File: config.mk
export PLATFORM = sky130hd
export DESIGN_NAME = uart_boot_loader
export DESIGN_NICKNAME = d
export VERILOG_FILES = /design/src/rtl/boot_pkg.sv /design/src/rtl/byte_packer.sv /design/src/rtl/uart_boot_loader.sv
export SDC_FILE = /design/constraint.sdc
export NUM_CORES = 1
export LEC_CHECK = 0
export BUFFER_PORTS_ARGS = -buffer_cell sky130_fd_sc_hd__buf_2
export CAP_MARGIN = 10
export CORE_UTILIZATION = 60
export CTS_BUF_LIST = sky130_fd_sc_hd__clkbuf_4 sky130_fd_sc_hd__clkbuf_8
export DETAILED_ROUTE_END_ITERATION = 10
export PLACE_DENSITY_LB_ADDON = 0.08
export SYNTH_ARGS = -nofsm -noshare
export SYNTH_HDL_FRONTEND = slang
export SYNTH_SLANG_ARGS = --single-unit
File: constraint.sdc
create_clock -name clk -period 4 [get_ports clk]
set_input_delay 0.4 -clock clk [delete_from_list [all_inputs] [get_ports clk]]
set_output_delay 0.4 -clock clk [all_outputs]
set_load 0.01 [all_outputs]
File: src/rtl/boot_pkg.sv
// Shared types and constants for the UART boot loader.
package boot_pkg;

   typedef enum logic [2:0] {
      LEN  = 3'd0,
      DATA = 3'd1,
      ACK  = 3'd2,
      NAK  = 3'd3,
      RUN  = 3'd4,
      ERR  = 3'd5
   } state_t;

   localparam logic [7:0]  ACK_BYTE_DEF   = 8'hAA;
   localparam logic [7:0]  NAK_BYTE_DEF   = 8'hEE;
   localparam int unsigned BYTES_PER_WORD = 4;
   localparam int unsigned WORD_W         = 32;
   localparam int unsigned LANE_W         = $clog2(BYTES_PER_WORD);

endpackage

File: src/rtl/byte_packer.sv
// Assembles little-endian bytes into 32-bit words; strobes on the last lane.
module byte_packer
   import boot_pkg::*;
(
   input  logic              clk,
   input  logic              rst,
   input  logic              i_clr,
   input  logic              i_valid,
   input  logic [7:0]        i_byte,
   output logic [WORD_W-1:0] o_word_c,
   output logic              o_word_valid_c
);

   logic [LANE_W-1:0] r_idx;
   logic [WORD_W-1:0] r_word;

   // Merge the incoming byte into its lane so the full word is visible on the 4th strobe.
   always_comb begin
      o_word_c                    = r_word;
      o_word_c[{r_idx, 3'b000} +: 8] = i_byte;
      o_word_valid_c              = i_valid && (r_idx == LANE_W'(BYTES_PER_WORD - 1));
   end

   // Lane counter wraps 3->0; clear drops any partially assembled word.
   always_ff @(posedge clk) begin
      if (rst || i_clr) begin
         r_idx  <= '0;
         r_word <= '0;
      end else if (i_valid) begin
         r_idx  <= LANE_W'(r_idx + 1'b1);
         r_word <= o_word_c;
      end
   end

endmodule

File: src/rtl/uart_boot_loader.sv
// Receives a length-prefixed image over UART, writes it to BRAM, then releases the core.
module uart_boot_loader
   import boot_pkg::*;
#(
   parameter int unsigned ADDR_W   = 20,
   parameter logic [7:0]  ACK_BYTE = ACK_BYTE_DEF,
   parameter logic [7:0]  NAK_BYTE = NAK_BYTE_DEF
) (
   input  logic              clk,
   input  logic              rst,
   input  logic [7:0]        rx_data,
   input  logic              rx_valid,
   output logic [7:0]        tx_data,
   output logic              tx_start,
   input  logic              tx_busy,
   output logic              mem_we,
   output logic [ADDR_W-1:0] mem_addr,
   output logic [WORD_W-1:0] mem_wdata,
   output logic              core_hold,
   output logic              load_done,
   output logic              load_err
);

   localparam int unsigned CNT_W = ADDR_W + 1;
   localparam logic [32:0] CAP   = 33'(1) << ADDR_W;

   state_t             r_state;
   logic [CNT_W-1:0]   r_wcnt;
   logic [CNT_W-1:0]   r_len;

   logic               w_loading;
   logic               w_pk_valid;
   logic [WORD_W-1:0]  w_word;
   logic               w_word_valid;
   logic               w_len_zero;
   logic               w_len_big;
   logic               w_len_to_data;
   logic               w_last_word;

   // Byte strobes only feed the packer while the image is being received.
   assign w_loading     = (r_state == LEN) || (r_state == DATA);
   assign w_pk_valid    = rx_valid && w_loading;
   assign w_len_zero    = (w_word == '0);
   assign w_len_big     = ({1'b0, w_word} > CAP);
   assign w_len_to_data = (r_state == LEN) && w_word_valid && !w_len_zero && !w_len_big;
   assign w_last_word   = (CNT_W'(r_wcnt + 1'b1) == r_len);

   byte_packer u_packer (
      .clk            (clk),
      .rst            (rst),
      .i_clr          (w_len_to_data),
      .i_valid        (w_pk_valid),
      .i_byte         (rx_data),
      .o_word_c       (w_word),
      .o_word_valid_c (w_word_valid)
   );

   // Load sequencer: length, data words, handshake byte, then terminal RUN/ERR.
   always_ff @(posedge clk) begin
      if (rst) begin
         r_state   <= LEN;
         r_wcnt    <= '0;
         r_len     <= '0;
         mem_we    <= 1'b0;
         mem_addr  <= '0;
         mem_wdata <= '0;
         tx_start  <= 1'b0;
         tx_data   <= '0;
         core_hold <= 1'b1;
         load_done <= 1'b0;
         load_err  <= 1'b0;
      end else begin
         mem_we   <= 1'b0;
         tx_start <= 1'b0;
         unique case (r_state)
            LEN: begin
               if (w_word_valid) begin
                  r_wcnt <= '0;
                  if (w_len_zero) begin
                     r_state <= ACK;
                  end else if (w_len_big) begin
                     r_state <= NAK;
                  end else begin
                     r_len   <= CNT_W'(w_word);
                     r_state <= DATA;
                  end
               end
            end
            DATA: begin
               if (w_word_valid) begin
                  mem_we    <= 1'b1;
                  mem_addr  <= r_wcnt[ADDR_W-1:0];
                  mem_wdata <= w_word;
                  r_wcnt    <= CNT_W'(r_wcnt + 1'b1);
                  if (w_last_word) begin
                     r_state <= ACK;
                  end
               end
            end
            ACK: begin
               if (!tx_busy) begin
                  tx_start  <= 1'b1;
                  tx_data   <= ACK_BYTE;
                  core_hold <= 1'b0;
                  load_done <= 1'b1;
                  r_state   <= RUN;
               end
            end
            NAK: begin
               if (!tx_busy) begin
                  tx_start <= 1'b1;
                  tx_data  <= NAK_BYTE;
                  load_err <= 1'b1;
                  r_state  <= ERR;
               end
            end
            RUN, ERR: begin
               r_state <= r_state;
            end
            default: begin
               r_state <= LEN;
            end
         endcase
      end
   end

endmodule

# Yosys cells after proc, flatten, opt, wreduce, memory -nomap -nowiden

Index checks and enable logic that the tools add are counted.

Flip-flop bits (word level): 144
Input bits: 12
Output and inout port bits: 65
Word-level logic and storage cells: 78

Add/subtract/negate cells: 3
Magnitude comparators: 1
Eq/ne operators: 12
Shifts and indexed selects: 2
Multiplexer cells: 17
Bitwise operators: 6
Reductions and logical operators: 24

Operators by type and width:

| operator                 | number |
|---|---|
| $mux W21                 | 2 |
| $pmux W21 S2             | 1 |
| $bwmux W32               | 1 |
| $gt A32 B21 Y1 const B   | 1 |
| $logic_not A32 Y1        | 1 |
| $shift A8 B7 Y32 const A | 1 |
| $shiftx A8 B7 Y32        | 1 |
| $add A21 B1 Y21 const B  | 1 |
| $eq A21 B21 Y1           | 1 |
| $mux W8                  | 2 |
| $pmux W8 S2              | 1 |
| $mux W3                  | 5 |
| $pmux W3 S5              | 1 |
| $ne A2 B2 Y1 const B     | 5 |
| $reduce_or A2 Y1         | 4 |
| $neg A5 Y7               | 1 |
| $eq A3 B2 Y1 const B     | 2 |
| $eq A3 B3 Y1 const B     | 2 |
| $not A1 Y1               | 6 |
| $reduce_and A2 Y1        | 3 |
| $reduce_and A3 Y1        | 2 |
| $reduce_and A6 Y1        | 1 |
| $logic_and A1 B1 Y1      | 5 |
| $mux W2                  | 2 |
| other kinds (9)          | 13 |

# Longest topological paths before layout

Gate-level depths: netlist of run 1.

Word-level depth: 8
Mapped depth: 14
Gate-level depth less buffers: 10

# Cells and area by module

From an unflattened synthesis of run 1, not the netlist that was laid out.

Cell total of the unflattened synthesis: 781
Area, all modules: 6458.7 µm²

Modules (own cells, without submodules):

| module           | times used | cells each | area an instance (µm²) | seq. area each (µm²) |
|---|---|---|---|---|
| uart_boot_loader | 1          | 567        | 4663.2                 | 2082.0 |
| byte_packer      | 1          | 214        | 1795.5                 | 680.7 |

# Least setup slack after synthesis of run 1

Ideal clock, no wire load.

Path type: reg2reg
Start: register u_packer.r_idx[0]
End: register u_packer.r_word[10]
Library setup time: 0.138 ns
Data arrival time: 3.182 ns
Required time: 3.862 ns
Setup slack: 0.681 ns
Stages on the path, launching flop included: 15
Buffers on the path: 4
Clock period less this slack: 3.319 ns
Cell sequence: dfxtp_1 inv_2 ha_1 and2_1 clkbuf_1 a41oi_1 o2111ai_1 or3_4 xnor2_2 or4b_1 buf_2 nand2b_1 buf_2 buf_4 a211oi_1

Longest elaborated chain between the ends: 8
Elaborated cells on any way between the ends: 14
Those cells by class: add/sub (1); order compare (1); eq/ne (1); shift (2); mux (1); reduce/logical (8)

RTL lines:

| item                                                   | line              | RTL |
|---|---|---|
| start: declaration                                     | byte_packer.sv:14 | `logic [LANE_W-1:0] r_idx;` |
| start signal: assignment                               | byte_packer.sv:30 | `r_idx <= LANE_W'(r_idx + 1'b1);` |
| branches (longest 8 deep; another with $gt A32 B21 Y1) | n/a               |  |
| end signal: assignment                                 | byte_packer.sv:31 | `r_word <= o_word_c;` |
| end: declaration                                       | byte_packer.sv:15 | `logic [WORD_W-1:0] r_word;` |

Several ways; the timed one is not identified.
A chain may end at the register's enable or synchronous reset.

# Worst setup path after layout of run 1

Start: register u_packer.r_idx[0]
End: register r_len[0]

Longest elaborated chain between the ends: 6
Elaborated cells on any way between the ends: 11
Those cells by class: add/sub (1); order compare (1); eq/ne (1); shift (2); mux (1); bitwise (2); reduce/logical (3)

RTL lines:

| item                                                  | line                                           | RTL |
|---|---|---|
| $neg A5 Y7                                            | byte_packer.sv:20                              | `o_word_c[{r_idx, 3'b000} +: 8] = i_byte;` |
| $shiftx A8 B7 Y32 or $shift A8 B7 Y32 (tied branches) | byte_packer.sv:20                              |  |
| $bwmux W32                                            | byte_packer.sv:20                              |  |
| $gt A32 B21 Y1 or $logic_not A32 Y1 (tied branches)   | uart_boot_loader.sv:44, uart_boot_loader.sv:43 |  |
| $not A1 Y1 (no line)                                  | n/a                                            |  |
| $reduce_and A4 Y1 (no line)                           | n/a                                            |  |
| end signal: assignment                                | uart_boot_loader.sv:84                         | `r_len <= CNT_W'(w_word);` |
| end: declaration                                      | uart_boot_loader.sv:29                         | `logic [CNT_W-1:0] r_len;` |

Parallel ways exist; a longest one is shown, timed or not.

==> flow_metrics.tcl, run 1 <==
set metrics [dict create \
    status "complete, no violations" \
    power_mw 3.12 \
    start_kind "flop" \
    clock-sinks 138 \
    drtIter0Drc 300 \
    place_area_mm2 0.00669 \
    grt_start_max_net_pins 68 \
    synth.distinct_cells 60 \
    holdCritPathClass "in2reg" \
    drive_gt1_frac 0.160 \
    avgSynthCellArea_um2 8.13 \
    netlist_instances 774 \
    ys_ff_latch 138 \
    port_buffers 74 \
    synth_ff_type "dfxtp_1" \
    grt_pass1_vias 5207 \
    synth_compound_area_frac 0.208 \
    maxCapViolCount 0 \
    yosys-top-cells-area "dfxtp_1 (44%), a21oi_1 (6.3%), a211oi_1 (6.0%)" \
    dpl.cell_count 936 \
    required_ps 4370 \
    synth_top_family_by_area "simple AND/OR/NAND/NOR gates" \
    p_leak_nw 2.74 \
    die_height_um 104 \
    synth_common_cells "dfxtp_1 (138), nand2_1 (99), nor2_1 (80)" \
    vias 5676 \
    path_class "reg2reg" \
    ys_seq_area_frac 0.439 \
    final_antenna_net_count 0 \
    ctsResizeCount 0 \
    synthMuxAreaShare 0.00338 \
    start_util 0.615 \
    synth.most_common_cell "dfxtp_1" \
    ctsHoldBuffers 0 \
    yosysTopAreaCellShare 0.439 \
    period_share 0.941 \
    gp_congestion 0.875 \
    synth_warnings 0 \
    fin_skew_ps 8.15 \
    yosysTopAreaCell "dfxtp_1" \
    clock_latency_ps 450 \
    setup_viol 0 \
    worst_slew_pin_slew_ps 649 \
    drt_wl_total_um 15900 \
    io_pins 77 \
    yosys.area_share.simple 0.239 \
    synthAdderAreaFrac 0.0119 \
    grt_pass1_wl_um 25900 \
    drc 0 \
    worstSetupEndpointType "flop" \
    cp_max_fo 40 \
    drtPass1Iterations 5 \
    ir_worst_vdd_mv 0.278 \
    syn_area_mm2 0.00629 \
    finalMaxSlewViolations 0 \
    post-dp-hpwl_um 10900 \
    synth_edf_count 0 \
    rows 37 \
    nets 837 \
    die_w_um 104 \
    syn_to_final_growth_pct 14.6 \
    overflow 0 \
    cts_setup_buffers 0 \
    cts_tree "built" \
    p_per_area_mw_per_mm2 433 \
    coreArea_mm2 0.0102 \
    post-route-min-period_ps 3760 \
    numCtsBuffers 17 \
    max_freq_mhz 266 \
    arrival_ps 4140 \
    synth_xor_area_frac 0.0444 \
    dieArea_mm2 0.0109 \
    viasPerCell 5.86 \
    fin_cells 968 \
    synthArstFlopShare 0 \
    hold-worst-slack_ps 262 \
    antenna_found_initial 0 \
    hold_viol 0 \
    fin_setup_tns_ps 0 \
    slew_headroom 0.566 \
    clock_path_buffers 2 \
    rsz0062_at_grt "false" \
    antenna_cells 0 \
    avgRoutedWirePerCell_um 16.4 \
    htreeDepth 4 \
    design_area_mm2 0.00721 \
    root_buffer "clkbuf_8" \
    clk_pin_slew_ps 80 \
    grt_usage 0.302 \
]
[power by group]
part | internal, mW | switching, mW | total (mW)
Combinational | 0.0805 | 0.156 | 0.236
Sequential | 1.40 | 0.0180 | 1.41
Clock | 0.935 | 0.538 | 1.47
Total | 2.41 | 0.712 | 3.12
[path summary, 6_finish.rpt]
path,start,endpoint,slack (ps),cells after the start
max,u_packer.r_idx[0],r_len[0],240,11
min reg2reg,mem_addr[6],mem_addr[6],450,2
max reg2reg,u_packer.r_idx[0],r_len[0],240,11
min,rx_data[6],u_packer.r_word[30],260,3
[routing by layer]
metal	up-vias	share of wire	track usage	routed length [um]
met5	-	0	0	0
met4	0	0.028	0.161	444
met3	37	0.051	0.0689	810
met2	176	0.48	0.480	7690
met1	2650	0.44	0.382	6930
li1	2813	-	-	-
[state kept, by name, summed over array words and instances (netlist names), 2 cells and up]
name	flops
mem_wdata	32
r_wcnt	21
mem_addr	20
r_state	3
u_packer.r_idx	2
tx_data	2
r_len	21
u_packer.r_word	32
[per-stage QoR]
step / utilization / setup slack (ps)
after floorplan: - / 681
after global placement: 0.653 / 533
after CTS: 0.705 / 286
after global routing: 0.705 / 49.6
final: 0.705 / 238
after detailed placement: 0.653 / 307
[final cells by class]
| class | count | area [um^2] |
|---|---|---|
| clock inverter | 11 | 236 |
| sequential | 138 | 2760 |
| clock buffer | 21 | 289 |
| fill | 862 | 3020 |
| multi-input combinational | 562 | 3210 |
| inverter | 9 | 33.8 |
| timing repair buffer | 91 | 510 |
| tap | 136 | 170 |
[logic make-up after synthesis]
| kind of cell | count (synthesis) |
|---|---|
| and+or+nand+nor | 307 |
| AOI/OAI and AO/OA | 214 |
| DFF | 138 |
| buffers and inverters | 75 |
| xor gates and xnor gates | 31 |
| adders and majority gates | 6 |
| muxes | 2 |
| other | 1 |
[worst max-delay path, cell delays in order, from the launching register on]
cell and delay (ps):
dfxtp_1 520, inv_2 110, ha_1 420, and2_1 270
a41oi_1 430, o2111ai_1 200, or3_4 440, xnor2_2 130
or4b_1 490, buf_4 270, or2_0 240, a21oi_1 140
[placed cells by master (no fill, tap or decap), types with 3 or more instances in the layout]
cell,synthesis,layout
a211oi_1,50,50
a21oi_1,79,79
a22oi_1,8,8
a31oi_1,10,10
and2_1,4,4
and3_1,4,4
and4_1,3,3
buf_2,4,74
buf_4,9,16
bufinv_16,0,7
clkbuf_8,0,21
dfxtp_1,138,138
ha_1,6,6
inv_1,8,8
nand2_1,99,99
nand2b_1,8,8
nand3_1,21,21
nand3b_1,4,4
nand4_1,10,10
nor2_1,80,79
nor2b_1,21,21
nor3_1,6,6
nor4_1,8,8
nor4bb_1,3,3
o21ai_0,41,41
o31ai_1,8,8
o41ai_1,3,3
or2_0,18,18
or3_1,3,3
or4_1,3,3
xnor2_1,19,19
xor2_1,11,11
Note: power is estimated with default switching activity, not from simulation.
==> run 2: changes to the inputs <==
- CTS_BUF_LIST: sky130_fd_sc_hd__clkbuf_4 sky130_fd_sc_hd__clkbuf_8 -> sky130_fd_sc_hd__clkbuf_4
- CTS_CLUSTER_SIZE: not set -> 25
==> run 2 against run 1 <==
Non-clock buffer count stayed put; clock-buffer cell count is 4 lower; fmax is 0.61% lower; via count is 0.16% higher; critical endpoint unchanged; largest power group is now registers.
==> flow_metrics.tcl, run 2 (synthesized netlist as in run 1, its figures left out) <==
set metrics [dict create \
    avgRoutedWirePerCell_um 16.3 \
    post-dp-hpwl_um 10900 \
    required_ps 4470 \
    start_kind "flop" \
    overflow 0 \
    post-route-min-period_ps 3790 \
    clock_latency_ps 550 \
    drtIter0Drc 310 \
    gp_congestion 0.875 \
    grt_usage 0.297 \
    grt_pass1_wl_um 25700 \
    drive_gt1_frac 0.155 \
    setup_viol 0 \
    htreeDepth 4 \
    worstSetupStartpoint "u_packer.r_idx[0]" \
    rsz0062_at_grt "false" \
    grt_pass1_vias 5165 \
    p_per_area_mw_per_mm2 401 \
    fin_skew_ps 13.0 \
    clk_pin_slew_ps 120 \
    antenna_cells 0 \
    clock-sinks 138 \
    viasPerCell 5.87 \
    numCtsBuffers 17 \
    coreArea_mm2 0.0102 \
    ir_worst_vdd_mv 0.346 \
    final_antenna_net_count 0 \
    cts_setup_buffers 0 \
    drtPass1Iterations 5 \
    maxCapViolCount 0 \
    clock_path_buffers 2 \
    nets 837 \
    port_buffers 74 \
    place_area_mm2 0.00669 \
    worst_r2r_path_depth 11 \
    cp.depth 11 \
    worst_slew_pin_slew_ps 635 \
    root_buffer "clkbuf_4" \
    drc 0 \
    max_stage_delay_ps 540 \
    reg.largest.list "mem_wdata: 32 flops, u_packer.r_word: 32 flops" \
    io_pins 77 \
    hold_viol 0 \
    fin_util 0.690 \
    final_common_cell "dfxtp_1" \
    dieArea_mm2 0.0109 \
    worst-path-buf-inv 2 \
    finalMaxSlewViolations 0 \
    die_w_um 104 \
    period_share 0.946 \
    holdCritPathClass "in2reg" \
    antenna_found_initial 0 \
    cp_max_fo 40 \
    ctsResizeCount 0 \
    slew_headroom 0.575 \
    path_cells "inv_2 > ha_1 > and2_1 > a41oi_1 > o2111ai_1 > or3_4 > xnor2_2 > or4b_1 > buf_4 > or2_0 > a21oi_1" \
    rrSetupSlack_ps 210 \
    syn_to_final_growth_pct 12.3 \
    r2r_start "u_packer.r_idx[0]" \
    path_class "reg2reg" \
    status "complete, no violations" \
    cp_top_family "simple AND/OR/NAND/NOR gates" \
    grt_start_max_net_pins 68 \
    r2r-end "r_len[0]" \
    critPathCapture "r_len[0]" \
    rows 37 \
    slowest_stage "dfxtp_1" \
    power_mw 2.83 \
    start_util 0.615 \
    mostFrequentLayoutCells "dfxtp_1 (138), nand2_1 (99), nor2_1 (79), a21oi_1 (79), buf_2 (74)" \
    worstSetupEndpointType "flop" \
    max_freq_mhz 264 \
    design_area_mm2 0.00706 \
    arrival_ps 4260 \
    vias 5685 \
    drt_wl_total_um 15700 \
    ctsHoldBuffers 0 \
    p_leak_nw 2.68 \
    fin_setup_tns_ps 0 \
    die_height_um 104 \
    cts_tree "built" \
]
==> run 2: cell type report <==
class | instances | area (um^2)
Clock buffer | 17 | 128
Clock inverter | 15 | 251
Fill cell | 881 | 3170
Inverter | 9 | 33.8
Multi-Input combinational cell | 562 | 3210
Sequential cell | 138 | 2760
Tap cell | 136 | 170
Timing Repair Buffer | 91 | 510
==> run 2: power by group <==
part	internal [mW]	leakage (nW)	total (mW)	switching [mW]
Combinational	0.0805	1.36	0.237	0.156
Sequential	1.40	1.12	1.41	0.0181
Clock	0.675	0.196	1.18	0.508
==> run 2: metal layers <==
metal | vias to the layer above | GRT usage | wire [um]
li1 | 2811 | - | -
met1 | 2661 | 0.384 | 6920
met2 | 174 | 0.472 | 7590
met3 | 39 | 0.0652 | 784
met4 | 0 | 0.141 | 451
met5 | - | 0 | 0
==> run 2: metrics by stage <==
stage / worst slack [ps] / instances / hold WS (ps)
3_5_place_dp: 307 / 936 / 446
4_1_cts: 267 / 968 / 131
3_3_place_gp: 533 / 936 / 439
5_1_grt: 36.9 / 968 / 131
6_report: 215 / 968 / 158
2_1_floorplan: 681 / 775 / 433
==> run 2: worst register-to-register path: cells and delay by family, from the launching register on <==
| family | cells | cell delay [ps] |
|---|---|---|
| compound gates | 3 | 790 |
| xor+xnor | 1 | 130 |
| fa+ha+maj | 1 | 420 |
| buf+inv | 2 | 390 |
| flops | 1 | 540 |
| simple gates | 4 | 1460 |
==> run 2: how the worst min path moves through the flow <==
| stage | start | end | cells past startpoint |
|---|---|---|---|
| after floorplan | u_packer.r_word[28] | u_packer.r_word[28] | 2 |
| after global placement | mem_addr[10] | mem_addr[10] | 2 |
| after detailed placement | mem_addr[15] | mem_addr[15] | 2 |
| after CTS | rx_data[6] | u_packer.r_word[30] | 3 |
| after global routing | rx_data[6] | mem_wdata[30] | 3 |
| final | rx_data[6] | u_packer.r_word[30] | 3 |
==> run 3: changes to the inputs <==
- ABC_AREA: not set -> 1
==> run 3 against run 2 <==
Combinational power increased by 5%; fmax increased by 7.9%; clock power down 29%; first-iteration DRC count up 39%; total power shrank 12%; via count rose by 12%; sequential cell count is the same; largest power group unchanged; clock skew is 5.2 ps higher; core utilization fell by 0.24 points; sequential power hardly changed; synthesized cell count up 25%; synthesized area is 5.2% higher.
==> flow_metrics.tcl, run 3 <==
set metrics [dict create \
    nets 1034 \
    maxCapViolCount 0 \
    fin_util 0.688 \
    yosysTopAreaCellShare 0.418 \
    antenna_found_initial 0 \
    synth_ff_type "dfxtp_1" \
    final_common_cell "nand2_1" \
    die_height_um 107 \
    required_ps 4380 \
    synthArstFlopShare 0 \
    drtIter0Drc 430 \
    antenna_cells 0 \
    numCtsBuffers 17 \
    port_buffers 74 \
    arrival_ps 3890 \
    r2r-end "u_packer.r_idx[1]" \
    htreeDepth 4 \
    overflow 0 \
    io_pins 77 \
    drtPass1Iterations 5 \
    r2r_start "u_packer.r_idx[0]" \
    syn_area_mm2 0.00662 \
    final_antenna_net_count 0 \
    fin_setup_tns_ps 0 \
    grt_usage 0.306 \
    netlist_instances 964 \
    rows 37 \
    fin_skew_ps 18.2 \
    worst_slew_pin_slew_ps 958 \
    avgSynthCellArea_um2 6.86 \
    avgRoutedWirePerCell_um 14.3 \
    grt_pass1_vias 5798 \
    clk_pin_slew_ps 100 \
    clock_latency_ps 540 \
    rsz0062_at_grt "false" \
    yosysTopAreaCell "dfxtp_1" \
    grt_pass1_wl_um 27500 \
    status "complete, no violations" \
    cts_tree "built" \
    root_buffer "clkbuf_4" \
    worstSetupEndpointType "flop" \
    setup_viol 0 \
    p_leak_nw 3.32 \
    mostFrequentLayoutCells "nand2_1 (237), dfxtp_1 (138), nor2_1 (102), inv_1 (98), a21oi_1 (83)" \
    synth_common_cells "nand2_1 (237), dfxtp_1 (138), nor2_1 (102)" \
    viasPerCell 5.46 \
    ys_ff_latch 138 \
    dieArea_mm2 0.0114 \
    vias 6351 \
    post-route-min-period_ps 3510 \
    worstSetupStartpoint "u_packer.r_idx[0]" \
    regArea_mm2 0.00276 \
    ctsHoldBuffers 0 \
    holdCritPathClass "in2reg" \
    finalMaxSlewViolations 0 \
    clock_path_buffers 2 \
    ir_worst_vdd_mv 0.307 \
    gp_congestion 0.938 \
    start_util 0.629 \
    period_share 0.877 \
    reg.largest.list "mem_wdata: 32 flops, u_packer.r_word: 32 flops" \
    p_per_area_mw_per_mm2 346 \
    start_kind "flop" \
    max_freq_mhz 285 \
    ctsResizeCount 0 \
    ys_seq_area_frac 0.418 \
    drt_wl_total_um 16600 \
    cp_max_fo 34 \
    multiInputGateArea_mm2 0.00321 \
    post-dp-hpwl_um 11800 \
    num-fill-cells 945 \
    die_w_um 107 \
    synth_edf_count 0 \
    synth.distinct_cells 34 \
    yosys-top-cells-area "dfxtp_1 (42%), nand2_1 (13%), a21oi_1 (6.3%)" \
    coreArea_mm2 0.0105 \
    syn_to_final_growth_pct 9.31 \
    rrSetupSlack_ps 490 \
    grt_start_max_net_pins 100 \
    cts_setup_buffers 0 \
    synth_warnings 0 \
    worst_r2r_path_depth 15 \
    synth.most_common_cell "nand2_1" \
    slew_headroom 0.357 \
    drive_gt1_frac 0.125 \
    hold_viol 0 \
    clock-sinks 138 \
    drc 0 \
    critPathCapture "u_packer.r_idx[1]" \
    path_class "reg2reg" \
]
==> run 3: cell types whose count changed after synthesis, sizes merged, moves of 10 or more <==
cell    delta
nand2    +141
inv       +93
nand3     +58
o21ai     +40
a211oi    -36
nor2      +34
clkbuf    -25
nor2b     -21
xnor2     -18
or2       -17
xor2      -11
o32ai     +10
==> run 3: metal layers <==
metal | wire (um) | track usage | vias to the layer above
met5 | 0 | 0 | -
li1 | - | - | 3260
met4 | 381 | 0.138 | 0
met2 | 7670 | 0.499 | 228
met1 | 7530 | 0.390 | 2826
met3 | 1040 | 0.0614 | 37
==> run 3: how the worst min path moves through the flow <==
| stage | start | cells past startpoint | to | slack, ps |
|---|---|---|---|---|
| 3_5_place_dp | load_err | 2 | load_err | 440 |
| 4_1_cts | tx_busy | 3 | tx_data[5] | 170 |
| 5_1_grt | tx_busy | 3 | tx_data[5] | 150 |
| 6_report | tx_busy | 3 | tx_data[5] | 200 |
| 2_1_floorplan | u_packer.r_word[20] | 2 | u_packer.r_word[20] | 440 |
| 3_3_place_gp | load_err | 2 | load_err | 440 |
==> run 3: kinds of logic (layout without fill, tap and decap cells) <==
kind of cell,after synthesis,after routing,share of synthesized area
simple gates,448,448,0.285
other cells,1,2,0.000567
compound gates,214,214,0.179
fa+ha+maj,6,6,0.0113
buf+inv,153,216,0.0972
xor+xnor,4,4,0.00946
flops,138,138,0.418
==> run 3: layout make-up <==
| class | instances | share of cell area |
|---|---|---|
| multi-input combinational | 674 | 0.444 |
| sequential | 138 | 0.382 |
| timing repair buffer | 80 | 0.0609 |
| inverter | 105 | 0.0545 |
| tap | 136 | 0.0235 |
| clock buffer | 19 | 0.0197 |
| clock inverter | 12 | 0.0149 |
==> run 3: worst max-delay path, cell delays in order, from the launching register on <==
cell      delay (ps)
dfxtp_1          600
inv_1            170
ha_1             390
nor2_1           430
nand3_1          190
nand2_1          150
nor2_1            50
nand2_1           70
nor2_1            50
nand2_1           90
nor2_2            50
nor2_2           150
nand3_2          340
nand2_2          140
buf_4            370
a211oi_1         100
==> run 3: power by group <==
group	total (mW)	leakage (nW)	switching, mW	internal [mW]
Combinational	0.248	2.06	0.179	0.0690
Clock	0.843	0.142	0.476	0.367
Sequential	1.41	1.11	0.0142	1.39
Total	2.50	3.32	0.669	1.83
==> run 3: stage by stage <==
step                instance area, um^2  power, mW  worst slack [ps]  cells  hold WS (ps)
finish                             7230       2.50               493   1164           195
global placement                   6980       1.68               722   1133           436
floorplan                          6620       1.62              1480    965           441
global route                       7230       2.61               140   1164           149
detailed placement                 6980       1.68               589   1133           444
CTS                                7230       2.50               572   1164           167
